[src/rtl/fetch_unit.sv]
// Fetch unit: single-outstanding imem requester feeding a 2-entry {pc,instr} queue; head valid 2 cycles after request.
// Backpressure: stall_F holds the head, and a full queue stops requests; branch_taken flushes and redirects.
module fetch_unit #(
    parameter logic [10:0] RESET_PC = 11'h000,
    parameter int          QDEPTH   = 2
) (
    input  logic        clk,
    input  logic        reset,
    input  logic        stall_F,
    input  logic        branch_taken,
    input  logic [10:0] branch_target,
    output logic        imem_req,
    output logic [10:0] imem_addr,
    input  logic        imem_valid,
    input  logic [15:0] imem_data,
    output logic [15:0] instruction_out,
    output logic [10:0] pc_out,
    output logic        valid_out
);
    localparam logic [1:0] QD = QDEPTH[1:0];

    typedef enum logic [1:0] {S_IDLE, S_WAIT, S_DISCARD} state_t;

    state_t      state_q, state_d;
    logic [10:0] fetch_pc_q, fetch_pc_d;
    logic [10:0] req_pc_q, req_pc_d;
    logic [1:0]  count_q, count_d;
    logic [10:0] head_pc_q, head_pc_d, tail_pc_q, tail_pc_d;
    logic [15:0] head_instr_q, head_instr_d, tail_instr_q, tail_instr_d;
    logic        push, pop;

    always_comb begin
        state_d      = state_q;
        fetch_pc_d   = fetch_pc_q;
        req_pc_d     = req_pc_q;
        count_d      = count_q;
        head_pc_d    = head_pc_q;
        head_instr_d = head_instr_q;
        tail_pc_d    = tail_pc_q;
        tail_instr_d = tail_instr_q;

        imem_req = !reset && (state_q == S_IDLE) && (count_q < QD) && !branch_taken;
        push     = (state_q == S_WAIT) && imem_valid && !branch_taken;
        pop      = (count_q != 2'd0) && !stall_F && !branch_taken;

        if (imem_req) begin
            req_pc_d   = fetch_pc_q;
            fetch_pc_d = fetch_pc_q + 11'd1;
            state_d    = S_WAIT;
        end

        // A redirect with no response yet must still swallow that response later.
        case (state_q)
            S_WAIT: begin
                if (branch_taken)    state_d = imem_valid ? S_IDLE : S_DISCARD;
                else if (imem_valid) state_d = S_IDLE;
            end
            S_DISCARD: begin
                if (imem_valid) state_d = S_IDLE;
            end
            default: ;
        endcase

        if (branch_taken) begin
            fetch_pc_d = branch_target;
            count_d    = 2'd0;
        end else begin
            case ({push, pop})
                2'b10: begin
                    if (count_q == 2'd0) begin
                        head_pc_d    = req_pc_q;
                        head_instr_d = imem_data;
                    end else begin
                        tail_pc_d    = req_pc_q;
                        tail_instr_d = imem_data;
                    end
                    count_d = count_q + 2'd1;
                end
                2'b01: begin
                    head_pc_d    = tail_pc_q;
                    head_instr_d = tail_instr_q;
                    count_d      = count_q - 2'd1;
                end
                2'b11: begin
                    if (count_q == 2'd1) begin
                        head_pc_d    = req_pc_q;
                        head_instr_d = imem_data;
                    end else begin
                        head_pc_d    = tail_pc_q;
                        head_instr_d = tail_instr_q;
                        tail_pc_d    = req_pc_q;
                        tail_instr_d = imem_data;
                    end
                end
                default: ;
            endcase
        end
    end

    always_ff @(posedge clk or posedge reset) begin
        if (reset) begin
            state_q      <= S_IDLE;
            fetch_pc_q   <= RESET_PC;
            req_pc_q     <= 11'h000;
            count_q      <= 2'd0;
            head_pc_q    <= 11'h000;
            head_instr_q <= 16'h0000;
            tail_pc_q    <= 11'h000;
            tail_instr_q <= 16'h0000;
        end else begin
            state_q      <= state_d;
            fetch_pc_q   <= fetch_pc_d;
            req_pc_q     <= req_pc_d;
            count_q      <= count_d;
            head_pc_q    <= head_pc_d;
            head_instr_q <= head_instr_d;
            tail_pc_q    <= tail_pc_d;
            tail_instr_q <= tail_instr_d;
        end
    end

    assign imem_addr       = fetch_pc_q;
    assign valid_out       = (count_q != 2'd0);
    assign instruction_out = valid_out ? head_instr_q : 16'h0000;
    assign pc_out          = valid_out ? head_pc_q : 11'h000;
endmodule

[config.mk]
export PLATFORM = sky130hd
export DESIGN_NAME = fetch_unit
export DESIGN_NICKNAME = d
export VERILOG_FILES = /design/src/rtl/fetch_unit.sv
export SDC_FILE = /design/constraint.sdc
export NUM_CORES = 1
export LEC_CHECK = 0
export CORE_ASPECT_RATIO = 1.2
export CORE_MARGIN = 2
export CORE_UTILIZATION = 56
export CTS_CLUSTER_DIAMETER = 120
export DETAILED_ROUTE_END_ITERATION = 8
export PLACE_DENSITY = 0.85
export SYNTH_ARGS = -nofsm -noshare
export SYNTH_HDL_FRONTEND = slang
export SYNTH_SLANG_ARGS = --single-unit
[constraint.sdc]
create_clock -name clk -period 14.14 [get_ports clk]
set_input_delay 4.242 -clock clk [delete_from_list [all_inputs] [get_ports clk]]
set_output_delay 4.242 -clock clk [all_outputs]
set_load 0.02 [all_outputs]
==> reports/results.tsv <==
metric	value	unit
status	complete, no violations	
Clock Pin Slew Worst Setup and Hold Paths	0.08	ns
crit path time final	11.00	ns
Worst setup EP type	output port	
commonest non-fill, non-tap cell in the layout	dfrtp_1	
total CTS buffers	9	
GRT overflow	0	
period utilisation layout	0.778	
FMAX	90.9	MHz
ys async rst share	1.00	
Mapped Area	3930	um^2
cts hold-fix bufs	0	
reg2reg setup slack	11.22	ns
Final Wtd Congestion	0.814	
Synth-to-Final Area Change	22.0	%
CP Class	in2out	
hold depth	1	
Primary FF master, synth	dfrtp_1	
HPWL Detailed	5030	um
n_diodes	0	
Core Area	6810	um^2
latest clock arrival within the worst-skew pair	0.34	ns
die area	7710	um^2
Hold Vio Cnt, Final	0	
clock root cell	clkbuf_8	
I/O Buffers	71	
YS warnings	0	
initial antenna violation count	0	
layout cell share with drive strength beyond 1	0.163	
Post-synth EDFFs	0	
Vias	2630	
RSZ-0062 raised after global routing	no	
# DRC	0	
most frequent cells in the layout	80 x dfrtp_1, 71 x clkdlybuf4s50_1, 35 x nor2_1	
DR vias/cell	5.35	
TritonRoute pass-1 iters	4	
nets@finish	440	
Slew @ Worst Pin	1.22	ns
Synthesized Nets	375	
flops & latches, synth	80	
Setup TNS	0	ns
Slew headroom	0.186	
ANT nets after route	0	
min-delay src	tail_instr_q[15]	
Clock Path Buffers	2	
largest net degree at the start of global routing	82	
Chip Width	80.5	um
DR iter-0 viols	137	
Final Slew Violations	0	
Rows	33	
Netlist cell types	36	
Critical Path Source Type	input pin	
R2R Path End	head_instr_q[5]	
CTS tree	done	
# setup viols final	0	
Clock Skew	0.00671	ns
non-filler instance count after layout	492	
drt total wl	7470	um
vias in the first global route	2623	
sequential area share after synthesis	0.509	
wire per inst	15.2	um
Hold Crit Class	reg2reg	
placed insts	478	
Syn Area/Cell	11.7	um^2
Critical Path RT	9.90	ns
Synth Instances	337	
H-tree Lvls	3	
CP Max Fanout	81	
Worst R2R Path Depth	6	
# IOs	72	
Lkg Pwr	2.21	nW
starting density of the core	0.577	
Chip Height	95.8	um
# Max-Cap Violations	0	
gr usage total	0.210	
first-pass GRT wire length	12200	um
filler cell count	509	
CP arrival	6.76	ns
Hold EP	tail_instr_q[15]	
reg-to-reg startpoint	count_q[1]	
post_cts resized	0	
Clock Sink Count	80	
final core utilization	0.704	
maximum vdd drop	96.7	uV
Setup Buffers After CTS	0	
P per Cell Area	194	nW/um^2
[through the flow]
stage	area [um^2]	hold WS (ns)	total power [mW]	setup slack [ns]
detailed placement	4630	0.495	0.797	3.09
finish	4790	0.513	0.930	3.14
global placement	4630	0.486	0.776	3.15
CTS	4790	0.514	0.940	3.08
global route	4790	0.528	0.991	2.87
floorplan	3930	0.479	0.657	3.21
[cells by family after synthesis]
family,share of synthesized area
fa+ha+maj,0.0216
flops,0.509
mux,0.202
simple gates,0.124
xor+xnor,0.0245
compound gates,0.0685
buf+inv,0.0493
[registers in the layout (all words and copies together) (netlist names)]
signal / flops
count_q: 2
head_instr_q: 16
head_pc_q: 11
imem_addr: 11
req_pc_q: 11
state_q: 2
tail_instr_q: 16
tail_pc_q: 11
[routing by layer]
metal | up-vias | GRT usage | share of wire
met2 | 85 | 0.344 | 0.48
met4 | 0 | 0.0890 | 0.015
met5 | - | 0 | 0
li1 | 1275 | - | -
met1 | 1260 | 0.272 | 0.45
met3 | 10 | 0.0432 | 0.056
[Yosys cell counts, types with 2 or more instances]
master / count / share of area
nor2_1: 35 / 0.033
nand4_1: 2 / 0.0032
inv_1: 11 / 0.011
mux2_2: 19 / 0.054
nor2b_1: 27 / 0.043
o21ai_1: 4 / 0.0051
mux2_4: 20 / 0.076
mux2i_1: 28 / 0.071
nand3_1: 3 / 0.0038
dfrtp_1: 80 / 0.51
ha_1: 6 / 0.019
nand2_1: 14 / 0.013
buf_12: 2 / 0.010
buf_2: 3 / 0.0038
buf_4: 6 / 0.011
nor4_2: 3 / 0.0096
nor3_1: 3 / 0.0038
o21ai_0: 8 / 0.010
buf_6: 3 / 0.0086
xnor2_1: 7 / 0.016
a21oi_1: 30 / 0.038
xor2_1: 4 / 0.0089
o21a_1: 2 / 0.0038
clkbuf_1: 5 / 0.0048
[worst max-delay path, cell delays in order]
cell,delay [ns]
clkdlybuf4s50_1,0.46
clkinv_2,0.06
buf_4,0.74
nand3_1,0.22
nor2_1,0.14
buf_4,0.24
clkdlybuf4s50_1,0.64
[report_power, final]
| group | total (mW) | switching [mW] | internal (mW) | leakage, nW |
|---|---|---|---|---|
| clock network | 0.141 | 0.0752 | 0.0656 | 0.0838 |
| registers | 0.386 | 0.0588 | 0.327 | 0.966 |
| logic | 0.403 | 0.191 | 0.213 | 1.16 |
[worst max path at each step]
stage / from / endpoint / slack (ns) / depth (start not counted)
6_report: reset / imem_req / 3.14 / 7
5_1_grt: reset / imem_req / 2.87 / 7
4_1_cts: reset / imem_req / 3.08 / 7
3_5_place_dp: reset / imem_req / 3.09 / 7
3_3_place_gp: reset / imem_req / 3.15 / 7
2_1_floorplan: reset / imem_req / 3.21 / 4
[cell type report]
| cell class | instances | area [um^2] | area share |
|---|---|---|---|
| Sequential cell | 80 | 2000 | 0.418 |
| Multi-Input combinational cell | 227 | 1750 | 0.366 |
| Timing Repair Buffer | 73 | 726 | 0.151 |
| Clock buffer | 10 | 138 | 0.0287 |
| Tap cell | 87 | 109 | 0.0227 |
| Inverter | 11 | 42.5 | 0.00887 |
| Clock inverter | 4 | 22.5 | 0.00470 |
Power figures use the tool's default switching activity.
==> RTL change: new RTL, config.mk and constraints unchanged <==
Encoding of `state_t`: now one-hot (3 bits for 3 states).
--- a/src/rtl/fetch_unit.sv
+++ b/src/rtl/fetch_unit.sv
@@ -20,5 +20,5 @@
     localparam logic [1:0] QD = QDEPTH[1:0];
 
-    typedef enum logic [1:0] {S_IDLE, S_WAIT, S_DISCARD} state_t;
+    typedef enum logic [2:0] {S_IDLE = 3'b001, S_WAIT = 3'b010, S_DISCARD = 3'b100} state_t;
 
     state_t      state_q, state_d;
Check against the original RTL: no difference found for any inputs over 4 cycles, from zero or initial values and one cycle with reset high; so few cycles prove little.
==> RTL change against the unedited design <==
  * Wire length rose by 12%
  * Sequential power barely moved
  * Synthesized area rose by 0.38%
  * Sequential cell count rose by 1
  * Die area rose by 0.36%
  * Setup slack improved by 0.028 ns
  * Final area rose by 1.6%
  * Total power fell by 7.6%
  * Critical path type unchanged
==> RTL change: results (changes against the unedited design) <==
** Worst setup path
- The flop-to-flop setup slack was 11.33 ns (+0.11 ns).
- The arrival time reported for the critical path endpoint came to 6.73 ns (-0.03 ns).
- Capture point of the worst reg-to-reg path :: head_instr_q[11]

** Cells and area
- Final-layout non-clock buffer area share :: 15.1% (-0.039 points)
- Number of nets in the layout :: 442 (+0.45%)
- The non-clock buffer total of the final layout was 75 (+2.7%).
- The proportion of layout cells with a drive suffix above 1 came to 14.6% (-1.7 points).
- Flip-flop and latch area :: 2030 um^2 (+1.3%)
- Portion of the layout cell area used by clock cells :: 4.31% (+0.97 points)
- The area of the multi-input gates is 1760 um^2 (+0.21%).
- Clock buf count :: 12 (+2)
- Filler cell count :: 492 (-3.3%)

** Outcome
- The flow ran to the end, and the final reports show no timing, DRC or antenna violations.

** STA
- The headroom to the max-slew limit was 33.5% (+15 points).

** Min path
- Min-Delay Startpoint :: req_pc_q[1]
- End point of the worst hold path :: req_pc_q[1]

** Routing
- The number of DRC markers after the initial detailed-route iteration was 204 (+49%).

** Placed design
- Placer's final routability congestion estimate :: 0.866 (+6.3%)
- HPWL reported at the end of detailed placement :: 5.40 mm (+7.4%)

** GRT
- The wire length of the first global-routing pass is 13.4 mm (+9.6%).
- The all-layer global routing usage came to 22.7% (+1.8 points).

** Synth
- Synth Net Count :: 379 (+1.1%)
- Post-synthesis sequential area ratio :: 51.4% (+0.47 points)
- Ranked by total cell area, the synthesized netlist is headed by sky130_fd_sc_hd__dfrtp_1 51%, sky130_fd_sc_hd__mux2_2 8.6%, sky130_fd_sc_hd__mux2i_1 6.3%, sky130_fd_sc_hd__nor2b_1 4.4%, sky130_fd_sc_hd__o21ai_0 3.7%.
- The commonest cells after synthesis are 80 x sky130_fd_sc_hd__dfrtp_1, 30 x sky130_fd_sc_hd__mux2_2, 29 x sky130_fd_sc_hd__o21ai_0.
- The synthesized flop and latch total is 81 (+1.3%).
- The number of library cell types mapped by synthesis was 42 (+17%).

** Pwr
- The largest vdd supply drop was 98.7 uV (+2.1%).
-- RTL change: cell count changes in the layout (fill, tap and decap cells not counted), moves of 4 or more --
cell	delta
sky130_fd_sc_hd__xor2_1	-4
sky130_fd_sc_hd__mux2_4	-20
sky130_fd_sc_hd__mux2_1	+8
sky130_fd_sc_hd__o21ai_1	+25
sky130_fd_sc_hd__a221o_1	+5
sky130_fd_sc_hd__o21ai_0	+21
sky130_fd_sc_hd__mux2_2	+11
sky130_fd_sc_hd__nor2_1	-25
sky130_fd_sc_hd__a21oi_1	-28
-- RTL change: power by group --
| group | total, W | internal (W) | switching, W |
|---|---|---|---|
| Combinational | 0.000293 | 0.000146 | 0.000147 |
| Sequential | 0.000386 | 0.000323 | 0.0000630 |
| Clock | 0.000180 | 0.000103 | 0.0000772 |
-- RTL change: cell families after synthesis --
family          Yosys count  synth area share [%]
compound gates           70                  10.8
flops                    81                  51.4
simple gates             87                  13.7
xor+xnor                  9                  2.00
buf+inv                  31                  4.03
mux                      63                  17.2
fa+ha+maj                 3                 0.952
-- RTL change: stage by stage --
stage	area (um^2)	hold WS, ns	std cells	worst slack (ns)
4_1_cts	4870	0.512	498	3.15
3_5_place_dp	4660	0.492	483	3.14
3_3_place_gp	4660	0.479	483	3.24
6_report	4870	0.508	498	3.17
5_1_grt	4870	0.519	498	3.06
2_1_floorplan	3950	0.468	344	4.61
-- RTL change: worst max-delay path: cells and delay by family --
kind / cells / cell delay [ns]
AND/OR/NAND/NOR: 2 / 1.29
buffers and inverters: 2 / 1.20
-- RTL change: per-layer routing --
metal | track usage [%] | wire, um
met2 | 38.6 | 4210
met4 | 13.0 | 208
met3 | 3.66 | 500
met1 | 27.5 | 3460
met5 | 0 | 0
